### config.mk
export PLATFORM = sky130hd
export DESIGN_NAME = io_bus_timeout_bridge
export DESIGN_NICKNAME = d
export VERILOG_FILES = /design/src/rtl/io_bus_timeout_bridge.sv
export SDC_FILE = /design/constraint.sdc
export NUM_CORES = 1
export LEC_CHECK = 0
export CORE_ASPECT_RATIO = 1.4
export CORE_UTILIZATION = 45
export DETAILED_ROUTE_END_ITERATION = 7
export PLACE_DENSITY = 0.78
export SLEW_MARGIN = 20
export SYNTH_ARGS = -nofsm -noshare
export SYNTH_HDL_FRONTEND = slang
export SYNTH_SLANG_ARGS = --single-unit
export TNS_END_PERCENT = 10
### constraint.sdc
create_clock -name clock -period 2.25 [get_ports clock]
set_input_delay 0.45 -clock clock [delete_from_list [all_inputs] [get_ports clock]]
set_output_delay 0.45 -clock clock [all_outputs]
set_load 0.02 [all_outputs]
### src/rtl/io_bus_timeout_bridge.sv
// Bridge between the CPU I/O master port and the peripheral tree; completes unanswered accesses after a timeout.
// Optional registered timeout interrupt enabled by defining IO_TIMEOUT_IRQ_EN.
module io_bus_timeout_bridge #(
  parameter int unsigned TIMEOUT_CYCLES = 256,
  parameter logic [7:0]  DEFAULT_RDATA  = 8'hFF
) (
  input  logic        clock,
  input  logic        reset_n,
  input  logic [19:0] io_address,
  input  logic        io_read,
  input  logic        io_write,
  input  logic [7:0]  io_wdata,
  output logic [7:0]  io_rdata,
  output logic        io_ack,
  output logic [19:0] slv_address,
  output logic        slv_read,
  output logic        slv_write,
  output logic [7:0]  slv_wdata,
  input  logic [7:0]  slv_rdata,
  input  logic        slv_ack,
  input  logic        err_clear,
  output logic        err_sticky,
  output logic [7:0]  err_count,
  output logic [19:0] err_address,
  output logic        timeout_irq
);

  localparam int CNT_W = (TIMEOUT_CYCLES > 1) ? $clog2(TIMEOUT_CYCLES) : 1;
  localparam logic [CNT_W-1:0] CNT_LAST = CNT_W'(TIMEOUT_CYCLES - 1);

  typedef enum logic {IDLE = 1'b0, WAIT = 1'b1} state_t;

  state_t           state_q, state_d;
  logic [CNT_W-1:0] cnt_p1;
  logic             rd_p1;
  logic             accept, ack_hit, to_hit, proto_err;

  always_comb begin
    state_d   = state_q;
    accept    = 1'b0;
    ack_hit   = 1'b0;
    to_hit    = 1'b0;
    proto_err = 1'b0;
    case (state_q)
      IDLE: begin
        if (io_read || io_write) begin
          accept    = 1'b1;
          proto_err = io_read && io_write;
          state_d   = WAIT;
        end
      end
      WAIT: begin
        proto_err = io_read || io_write;
        // A slave ack landing on the final wait cycle still wins over the timeout.
        if (slv_ack) begin
          ack_hit = 1'b1;
          state_d = IDLE;
        end else if (cnt_p1 == CNT_LAST) begin
          to_hit  = 1'b1;
          state_d = IDLE;
        end
      end
      default: state_d = IDLE;
    endcase
  end

  // Request stage: forward strobes, count wait cycles, complete the access
  always_ff @(posedge clock or negedge reset_n) begin
    if (!reset_n) begin
      state_q     <= IDLE;
      cnt_p1      <= '0;
      rd_p1       <= 1'b0;
      slv_address <= '0;
      slv_wdata   <= '0;
      slv_read    <= 1'b0;
      slv_write   <= 1'b0;
      io_ack      <= 1'b0;
      io_rdata    <= '0;
      err_sticky  <= 1'b0;
      err_count   <= '0;
      err_address <= '0;
    end else begin
      state_q   <= state_d;
      slv_read  <= accept && io_read && !io_write;
      slv_write <= accept && io_write;
      io_ack    <= ack_hit || to_hit;
      if (accept) begin
        slv_address <= io_address;
        rd_p1       <= io_read && !io_write;
        cnt_p1      <= '0;
      end else if (state_q == WAIT) begin
        cnt_p1 <= cnt_p1 + CNT_W'(1);
      end
      if (accept && io_write) slv_wdata <= io_wdata;
      if (ack_hit) io_rdata <= rd_p1 ? slv_rdata : 8'h00;
      else if (to_hit) io_rdata <= rd_p1 ? DEFAULT_RDATA : 8'h00;
      if (to_hit) err_address <= slv_address;
      if (err_clear) begin
        err_sticky <= 1'b0;
        err_count  <= '0;
      end else begin
        if (to_hit || proto_err) err_sticky <= 1'b1;
        if (to_hit && err_count != 8'hFF) err_count <= err_count + 8'd1;
      end
    end
  end

`ifdef IO_TIMEOUT_IRQ_EN
  logic to_done_p2;

  // Irq stage: level rises the cycle after the timed-out io_ack
  always_ff @(posedge clock or negedge reset_n) begin
    if (!reset_n) begin
      to_done_p2  <= 1'b0;
      timeout_irq <= 1'b0;
    end else begin
      to_done_p2 <= to_hit && !err_clear;
      if (err_clear) timeout_irq <= 1'b0;
      else if (to_done_p2) timeout_irq <= 1'b1;
    end
  end
`else
  assign timeout_irq = 1'b0;
`endif

endmodule

* After elaboration in Yosys (flattened, before gate mapping)
Cells that the tools add are included.
Operators by class: mux-type cells 22, $add $sub $neg 2, bitwise gates (word level) 1, equality and inequality tests 2, reduce and logical (&&, ||, !) cells 14
Operators by type and width (number):
- 2-to-1 mux 8 bit | 8
- adder 8 x 1 -> 8 bit, second input constant | 2
- 2-to-1 mux 1 bit | 12
- equality test 8 bit, second input constant | 1
- != test 8 bit, second input constant | 1
- nonzero test 2 bit | 4
- logical AND 1 bit | 6
- case mux 1 bit (2 select lines) | 2
- logical OR 1 bit | 3
- logical NOT 1 bit | 1
- NOT 1 bit | 1
Word-level totals: input bits 42, output and inout port bits 69, register bits after elaboration 78, word-level logic and storage cells 53

* Longest topological paths before layout
depth in word-level cells 7, depth in mapped cells 7, gate-level depth less buffers 5

* Worst setup path before layout
OpenSTA, ideal clock, no wires.
path type reg2reg, start register err_count[0], end register err_count[5], data required time 2.172 ns, stages on the path, launching flop included 7, arrival 1.951 ns, period minus slack after synthesis 2.028 ns, slack 0.222 ns, buffers on the path 1, path through dfrtp_1 > ha_1 > and3_1 > a2111o_1 > buf_6 > or4_1 > a21oi_1
On the way: cells in the longest elaborated chain, start to end 3
RTL lines:
- start, declared | RTL line 23 | output logic [7:0] err_count,
- start signal, assigned | RTL line 103 | if (to_hit && err_count != 8'hFF) err_count <= err_count + 8'd1;
- adder 8 x 1 -> 8 bit / != test 8 bit (equally long branches) | RTL line 103
- 2-to-1 mux 8 bit / logical AND 1 bit (equally long branches) | RTL line 103
- 2-to-1 mux 8 bit / nonzero test 2 bit (equally long branches)
Several ways; a longest one is shown, not always the timed one. The select of a mux whose other input is x is not followed. A chain may end at the register's enable or synchronous reset.

* Worst setup path after layout
Ends and elaborated chain as after synthesis.

==> metrics <==
status=finished clean; Max Buffers Root-to-Sink=2; Crit. End Element=flip-flop; RSZ-0062 raised after global routing=no; placed wire-length estimate=roughly 5500 microns; syn_nets=about 330; largest net degree at the start of global routing=39; Tcrit/Tclk final=91.8%; Die Wd=between 70 and 80 microns; Antenna Cells=0; number of global-route vias before repair=approximately 2500; syn avg cell area=11.1 sq um; CP startpoint kind=flip-flop; post-synthesis sequential element count=78; GPL Wtd Cong=between 0.8 and 0.9; final worst path period need=a little over 2 ns; cell with the most instances after synthesis=dfrtp_1; Num CTS Buffers=9; Post-Place Cells=between 400 and 500; clk_lat worst skew=approximately 0.34 ns; ANT nets after route=0; cell area after synthesis=around 3200 sq um; GRT Total Usage=between 20% and 30%; Core Rows=35; post-route cell area=between 4000 and 5000 sq um; WL/cell=14.9 microns; CP Class=reg -> reg; layout cells sized above 1=approximately 15%; synth unique cells=36; DRC viols=0; TritonCTS clock tree=yes; Hold Fails Final Rpt=0; postcts setup bufs=0; max-cap check violation count=0; count of endpoints failing setup in the final report=0; drt first pass iters=4; Post-DP Area=between 4000 and 5000 sq um; Layout Cells excl Fill=approximately 500; total negative slack=0 ns; Main synth FF type=dfrtp_1; post-cts gate resize count=0; clk slew on worst S/H paths=approximately 0.080 ns; max-slew violations=0; delay of the slowest critical-path stage=0.52 ns; final clock skew=around 0.0089 ns; final net count=about 450; Hold/Removal Path Class=in -> async; Area Overhead vs Synth=46.7%; DR vias/cell=just over 5; via count=2567; CTS sink count=78; leakage power=roughly 2.1 nW; 1st-iter DRT viols=142; H-tree levels=3; top-area cell type share of the netlist area=around 60%; first-pass GRT wire length=between 10000 and 15000 microns; slowest CP cell=a2111o_1; cells after synthesis=between 200 and 300; Worst Path Max Fanout=8; max_slew headroom=between 60 and 70%; Die Area=roughly 7400 sq um; Synth area leaders=dfrtp_1 61%, mux2_2 10%, nand2_1 8.1%; R2R depth=5; hold buffers post-CTS=0; I/O Pins=between 100 and 150; EDFF count, synth=0; GRT overflow=0; antenna violations before repair=0; Seq/Total Area, Yosys=61.2%; root buffer cell=clkbuf_8; fmax=484 MHz; worst slew pin tran=0.511 ns; fillcell total=between 500 and 600; most frequent cells after synthesis=78 x dfrtp_1, 69 x nand2_1, 29 x mux2_2; Max IR drop VDD=0.857 mV; critical path, cell by cell=ha_1, and3_1, a2111o_1, or4_1, a21oi_1; yosys warns=0; Starting Density=between 40 and 50%; Power Dens Cells=roughly 950 nW/um^2; Req. time, crit path=2.52 ns; WP data arrival=2.33 ns; total wire length=between 7000 and 8000 microns; Core Region=between 6000 and 7000 sq um; Synth area leader=dfrtp_1; final core occ=69.9%; async set-reset flop share out of synthesis=100%; die height=approximately 100 microns; IO buf count=approximately 110
-- report_power, final --
group          internal, W  switching [W]  leakage, nW  total [W]
Combinational     0.000680       0.000596        0.929    0.00128
Clock             0.000777       0.000523        0.127    0.00130
Sequential         0.00166       0.000205         1.01    0.00186
Total              0.00312        0.00132         2.07    0.00444
-- worst paths after layout --
path / from / endpoint / slack (ns)
max in group asynchronous: reset_n / cnt_p1[2] / 1.62
setup / recovery: err_count[0] / err_count[5] / 0.19
hold reg to reg: err_address[5] / err_address[5] / 0.47
min in group clock: err_address[5] / err_address[5] / 0.47
hold / removal: reset_n / slv_wdata[7] / 0.06
setup reg to reg: err_count[0] / err_count[5] / 0.19
-- layer usage --
layer | global-route usage (%) | part of all wire, % | vias to the layer above
li1 | - | - | 1223
met1 | 25.3 | 38 | 1235
met5 | 0 | 0 | -
met3 | 3.88 | 5.0 | 19
met4 | 13.0 | 3.0 | 0
met2 | 37.7 | 54 | 90
-- layout by cell type (no fill, tap or decap), drive strengths merged, types with 3 or more instances in the layout --
| master | instances |
|---|---|
| o31ai | 4 |
| nor2b | 3 |
| a21oi | 18 |
| nor2 | 5 |
| dfrtp | 78 |
| bufinv | 3 |
| clkbuf | 10 |
| nand3 | 15 |
| clkdlybuf4s50 | 108 |
| nor3 | 5 |
| buf | 13 |
| nand4 | 3 |
| or3 | 4 |
| inv | 5 |
| nand2 | 69 |
| mux2 | 29 |
| o21ai | 15 |
-- cells by family (layout without fill, tap and decap cells) --
| logic type | count (synthesis) | count (layout) | share of synthesized area [%] |
|---|---|---|---|
| simple gates | 114 | 114 | 16.7 |
| flops | 78 | 78 | 61.2 |
| compound gates | 41 | 41 | 7.18 |
| mux | 31 | 31 | 10.9 |
| buf+inv | 19 | 140 | 2.67 |
| fa+ha+maj | 2 | 2 | 0.784 |
| xor+xnor | 2 | 2 | 0.549 |
| other cells | 1 | 1 | 0.118 |
-- cell type report --
type	instances	area (sq um)	share of cell area, %
sequential	78	1950	41.7
clock inverter	6	116	2.49
tap	92	115	2.46
multi-input combinational	191	1160	24.7
timing repair buffer	121	1190	25.4
inverter	3	11.3	0.241
clock buffer	10	138	2.94
-- sequential cells by signal (all words and copies together) (netlist names) --
signal / cells
err_address: 20
slv_address: 20
cnt_p1: 8
err_count: 8
io_rdata: 8
slv_wdata: 8
err_sticky: 1
io_ack: 1
rd_p1: 1
slv_read: 1
slv_write: 1
state_q: 1
-- worst max-delay path: cells and delay by family (launching register included) --
| family | cells | cell delay [ns] |
|---|---|---|
| adder cells (fa/ha/maj) | 1 | 0.27 |
| AO/OA/AOI/OAI | 2 | 0.68 |
| flip-flops | 1 | 0.42 |
| AND/OR/NAND/NOR | 2 | 0.62 |
-- metrics by stage --
stage                     setup WS, ns  power, W  hold slack (ns)
after global routing            0.0658   0.00463           0.0972
after floorplan                  0.222   0.00251            0.154
after detailed placement         0.130   0.00317            0.455
final                            0.185   0.00444           0.0563
after global placement           0.152   0.00315            0.448
after CTS                        0.204   0.00448           0.0790
Power figures use the tool's default switching activity.
==> RTL edit 1, RTL diff (same settings) <==
Build with the macro `IO_TIMEOUT_IRQ_EN` defined.
--- a/src/rtl/io_bus_timeout_bridge.sv
+++ b/src/rtl/io_bus_timeout_bridge.sv
@@ -1,5 +1,7 @@
 // Bridge between the CPU I/O master port and the peripheral tree; completes unanswered accesses after a timeout.
 // Optional registered timeout interrupt enabled by defining IO_TIMEOUT_IRQ_EN.
+`define IO_TIMEOUT_IRQ_EN
+
 module io_bus_timeout_bridge #(
   parameter int unsigned TIMEOUT_CYCLES = 256,
   parameter logic [7:0]  DEFAULT_RDATA  = 8'hFF
Check against the original RTL: same outputs for any inputs over 10 cycles, from zero or initial values and one cycle with reset_n low; that may be too few to reach the edited logic, so the function may still have changed.
==> RTL edit 1 against the unedited design <==
  * Synthesized area up 2.3%
  * Cell area up 0.48%
  * Wire length down 5.7%
  * Total power down 6.3%
  * First-iteration DRC count down 2.8%
  * Critical path type unchanged
  * Sequential cell count up 2
  * Worst setup slack about the same
  * Via count down 5.6%
==> RTL edit 1: results (changes against the unedited design) <==
reg-to-reg startpoint cnt_p1[0]; Tot GR Track Use 20.0% (-1.9 points); Layout Nets 414 (-7.6%); TritonCTS Sinks 80 (+2.6%); CP top delay family simple AND/OR/NAND/NOR gates; Hold Slack 0.117 ns (+0.0607 ns); outcome completed; R2R Setup Slk 0.19 ns (about the same); clock network area share 3.99% (-1.4 points); worst clock skew 0.00901 ns (+0.000106 ns); share of cell area taken by multi-input logic gates 24.8% (+0.041 points); largest net degree at the start of global routing 81 (+110%); layout cells sized above 1 20.8% (+5.6 points); vias per inst 5.16 (+0.62%); vias 2423 (-5.6%); Synth Area in Adders 0.767% (-0.017 points); post-synthesis cell type count 35 (-2.8%); sequential area share after synthesis 61.3% (+0.17 points); reg-to-reg endpoint err_count[6]; Plain + repair buffers 120 (-0.83%); Gate Count Post-Synth 254 (-12%); post-synth net total 298 (-10%); DP HPWL 5180 µm (-5.2%); slew at the pin closest to its max-slew limit 0.959 ns (+0.448 ns); first-pass GRT wire length 11300 µm (-7.0%); compound-cell area share of the yosys netlist 7.52% (+0.34 points); count of non-CTS inverters in the layout 5 (+2); GPL Wtd Cong 0.789 (-6.0%); Largest stage delay, worst path 0.54 ns (+0.02 ns); Seq area share 42.6% (+0.86 points); # fillers 543 (+6.9%); Worst path slowest cell or4_1; Reg power frac 45.0% (+3.0 points); DRT iter0 DRCs 138 (-2.8%)
RTL edit 1: cell types whose count changed after synthesis, moves of 2 or more:
cell	delta
o41ai_1	+3
inv_1	+2
nor2_1	+3
nand2_1	-59
a21oi_1	-2
mux2_2	+20
dfrtp_1	+2
and4_1	-2
nor3_1	-2
RTL edit 1: stage by stage:
stage / power (mW) / worst slack [ns] / instance area [µm²] / setup TNS (ns) / util (%)
floorplan: 2.51 / 0.388 / 3260 / 0 / -
global placement: 3.18 / 0.0135 / 4520 / 0 / 64.7
detailed placement: 3.21 / -0.0496 / 4520 / -0.0684 / 64.7
CTS: 4.22 / 0.194 / 4700 / 0 / 67.4
global route: 4.36 / 0.107 / 4700 / 0 / 67.4
finish: 4.16 / 0.185 / 4700 / 0 / 67.4
RTL edit 1: layer usage:
layer / global-route usage (%) / vias up / wire length [µm]
met4: 10.7 / 0 / 199
met5: 0 / - / 0
met3: 4.69 / 15 / 276
met1: 21.9 / 1204 / 2570
met2: 35.3 / 61 / 3970
li1: - / 1143 / -
==> RTL edit 2, RTL diff (same flow settings) <==
Without the edit above. Register the output `err_count` once more; this adds one clock of latency there. The other outputs are not delayed to match.
--- a/src/rtl/io_bus_timeout_bridge.sv
+++ b/src/rtl/io_bus_timeout_bridge.sv
@@ -29,6 +29,8 @@
   localparam logic [CNT_W-1:0] CNT_LAST = CNT_W'(TIMEOUT_CYCLES - 1);
 
   typedef enum logic {IDLE = 1'b0, WAIT = 1'b1} state_t;
+
+  logic [7:0] err_count_s0;
 
   state_t           state_q, state_d;
   logic [CNT_W-1:0] cnt_p1;
@@ -77,7 +79,7 @@
       io_ack      <= 1'b0;
       io_rdata    <= '0;
       err_sticky  <= 1'b0;
-      err_count   <= '0;
+      err_count_s0 <= '0;
       err_address <= '0;
     end else begin
       state_q   <= state_d;
@@ -97,10 +99,10 @@
       if (to_hit) err_address <= slv_address;
       if (err_clear) begin
         err_sticky <= 1'b0;
-        err_count  <= '0;
+        err_count_s0 <= '0;
       end else begin
         if (to_hit || proto_err) err_sticky <= 1'b1;
-        if (to_hit && err_count != 8'hFF) err_count <= err_count + 8'd1;
+        if (to_hit && err_count_s0 != 8'hFF) err_count_s0 <= err_count_s0 + 8'd1;
       end
     end
   end
@@ -123,5 +125,9 @@
   assign timeout_irq = 1'b0;
 `endif
 
+  always_ff @(posedge clock) begin
+    err_count <= err_count_s0;
+  end
+
 endmodule
 
Behaviour: no difference found for any inputs over 10 cycles, from zero or initial values and one cycle with reset_n low; that may be too few to reach the edited logic, so the function may still have changed.
==> RTL edit 2 against the unedited design <==
  * The flow now finishes with violations (negative hold slack)
  * Core utilization shrank 2.1 points
  * Hold slack lost 0.061 ns
  * Synthesized area grew 5.3%
  * Sequential share of layout area is 2.4 points higher
  * Sequential cell count rose by 8
  * Wire length grew 1.5%
  * Total power is 1.7% lower
  * Worst setup slack gained 0.080 ns
  * Cell area grew 2.4%
  * Critical path type unchanged
==> RTL edit 2: results (changes against the unedited design) <==
Leak Pwr 2.10 nW (+1.6%); final worst path period share 88.2% (-3.6 points); failing checks negative hold slack; placed cells 498 (+2.7%); Layout Nets 458 (+2.2%); post-synthesis cell type count 38 (+5.6%); post-synth net total 345 (+3.9%); routing usage on met2 35.2% (-2.5 points); vias in the first global route 2652 (+4.5%); First-pass DRT Iterations 5 (+1); Fin. Hold Viols 5 (+5); largest net degree at the start of global routing 51 (+31%); Hold Slack -0.00455 ns (-0.0608 ns); outcome finished, violations left; # fillers 546 (+7.5%); R2R Setup Slk 0.27 ns (+0.08 ns); met3 usage 5.52% (+1.6 points); Arr. time, crit path 2.26 ns (-0.07 ns); sequential area share after synthesis 62.9% (+1.7 points); Max VDD drop 0.584 mV (-32%); met1 global-route usage 23.5% (-1.8 points); DP HPWL 5510 µm (+0.98%); WL met1 2900 µm (+1.9%); Tot GR Track Use 21.1% (-0.80 points); ranking of synthesized cells by area dfrtp_1, mux2_2, nand2_1; slew at the pin closest to its max-slew limit 0.589 ns (+0.0773 ns)
[RTL edit 2: cell count changes after synthesis, moves of 2 or more]
cell      delta
a311oi_1     +2
a31oi_1      +2
buf_1        +3
dfxtp_1      +8
nor2b_1      -2
[RTL edit 2: kinds of logic (layout without fill, tap and decap cells)]
kind of cell / count (synthesis) / count (layout) / share of synthesized area (%)
muxes: 30 / 30 / 10.0
other: 1 / 1 / 0.112
adders and majority gates: 2 / 2 / 0.745
and+or+nand+nor: 116 / 116 / 16.1
xor gates and xnor gates: 1 / 1 / 0.261
AOI/OAI and AO/OA: 43 / 43 / 7.30
DFF: 86 / 86 / 62.9
buffers and inverters: 22 / 140 / 2.64
[RTL edit 2: area by class of cell]
type | instances | share of cell area (%)
flip-flops and latches | 86 | 44.1
repair buffers | 120 | 24.7
multi-input cells | 193 | 24.3
clock buffers | 12 | 3.24
well taps | 95 | 2.48
clock inverters | 4 | 0.940
inverters | 4 | 0.313
[RTL edit 2: worst max-delay path, cell delays in order, from the launching register on]
cell and delay, ns:
dfrtp_1 0.39, ha_1 0.26, nand4_4 0.12, or3_1 0.44, or4_1 0.53, a21oi_1 0.17
[RTL edit 2: final timing paths]
| path | start | endpoint | cells after the start |
|---|---|---|---|
| hold reg to reg | err_count_s0[5] | err_count[5] | 0 |
| setup reg to reg | cnt_p1[0] | err_count_s0[3] | 5 |
| setup / recovery | cnt_p1[0] | err_count_s0[3] | 5 |
| max in group asynchronous | reset_n | io_rdata[4] | 2 |
| hold / removal | reset_n | err_address[8] | 1 |
| min in group clock | err_count_s0[5] | err_count[5] | 0 |
[RTL edit 2: report_power, final]
group / total [mW] / internal, mW / leakage (nW) / switching (mW)
combinational: 1.27 / 0.674 / 0.919 / 0.596
sequential: 2.01 / 1.80 / 1.07 / 0.209
clock: 1.09 / 0.568 / 0.106 / 0.517
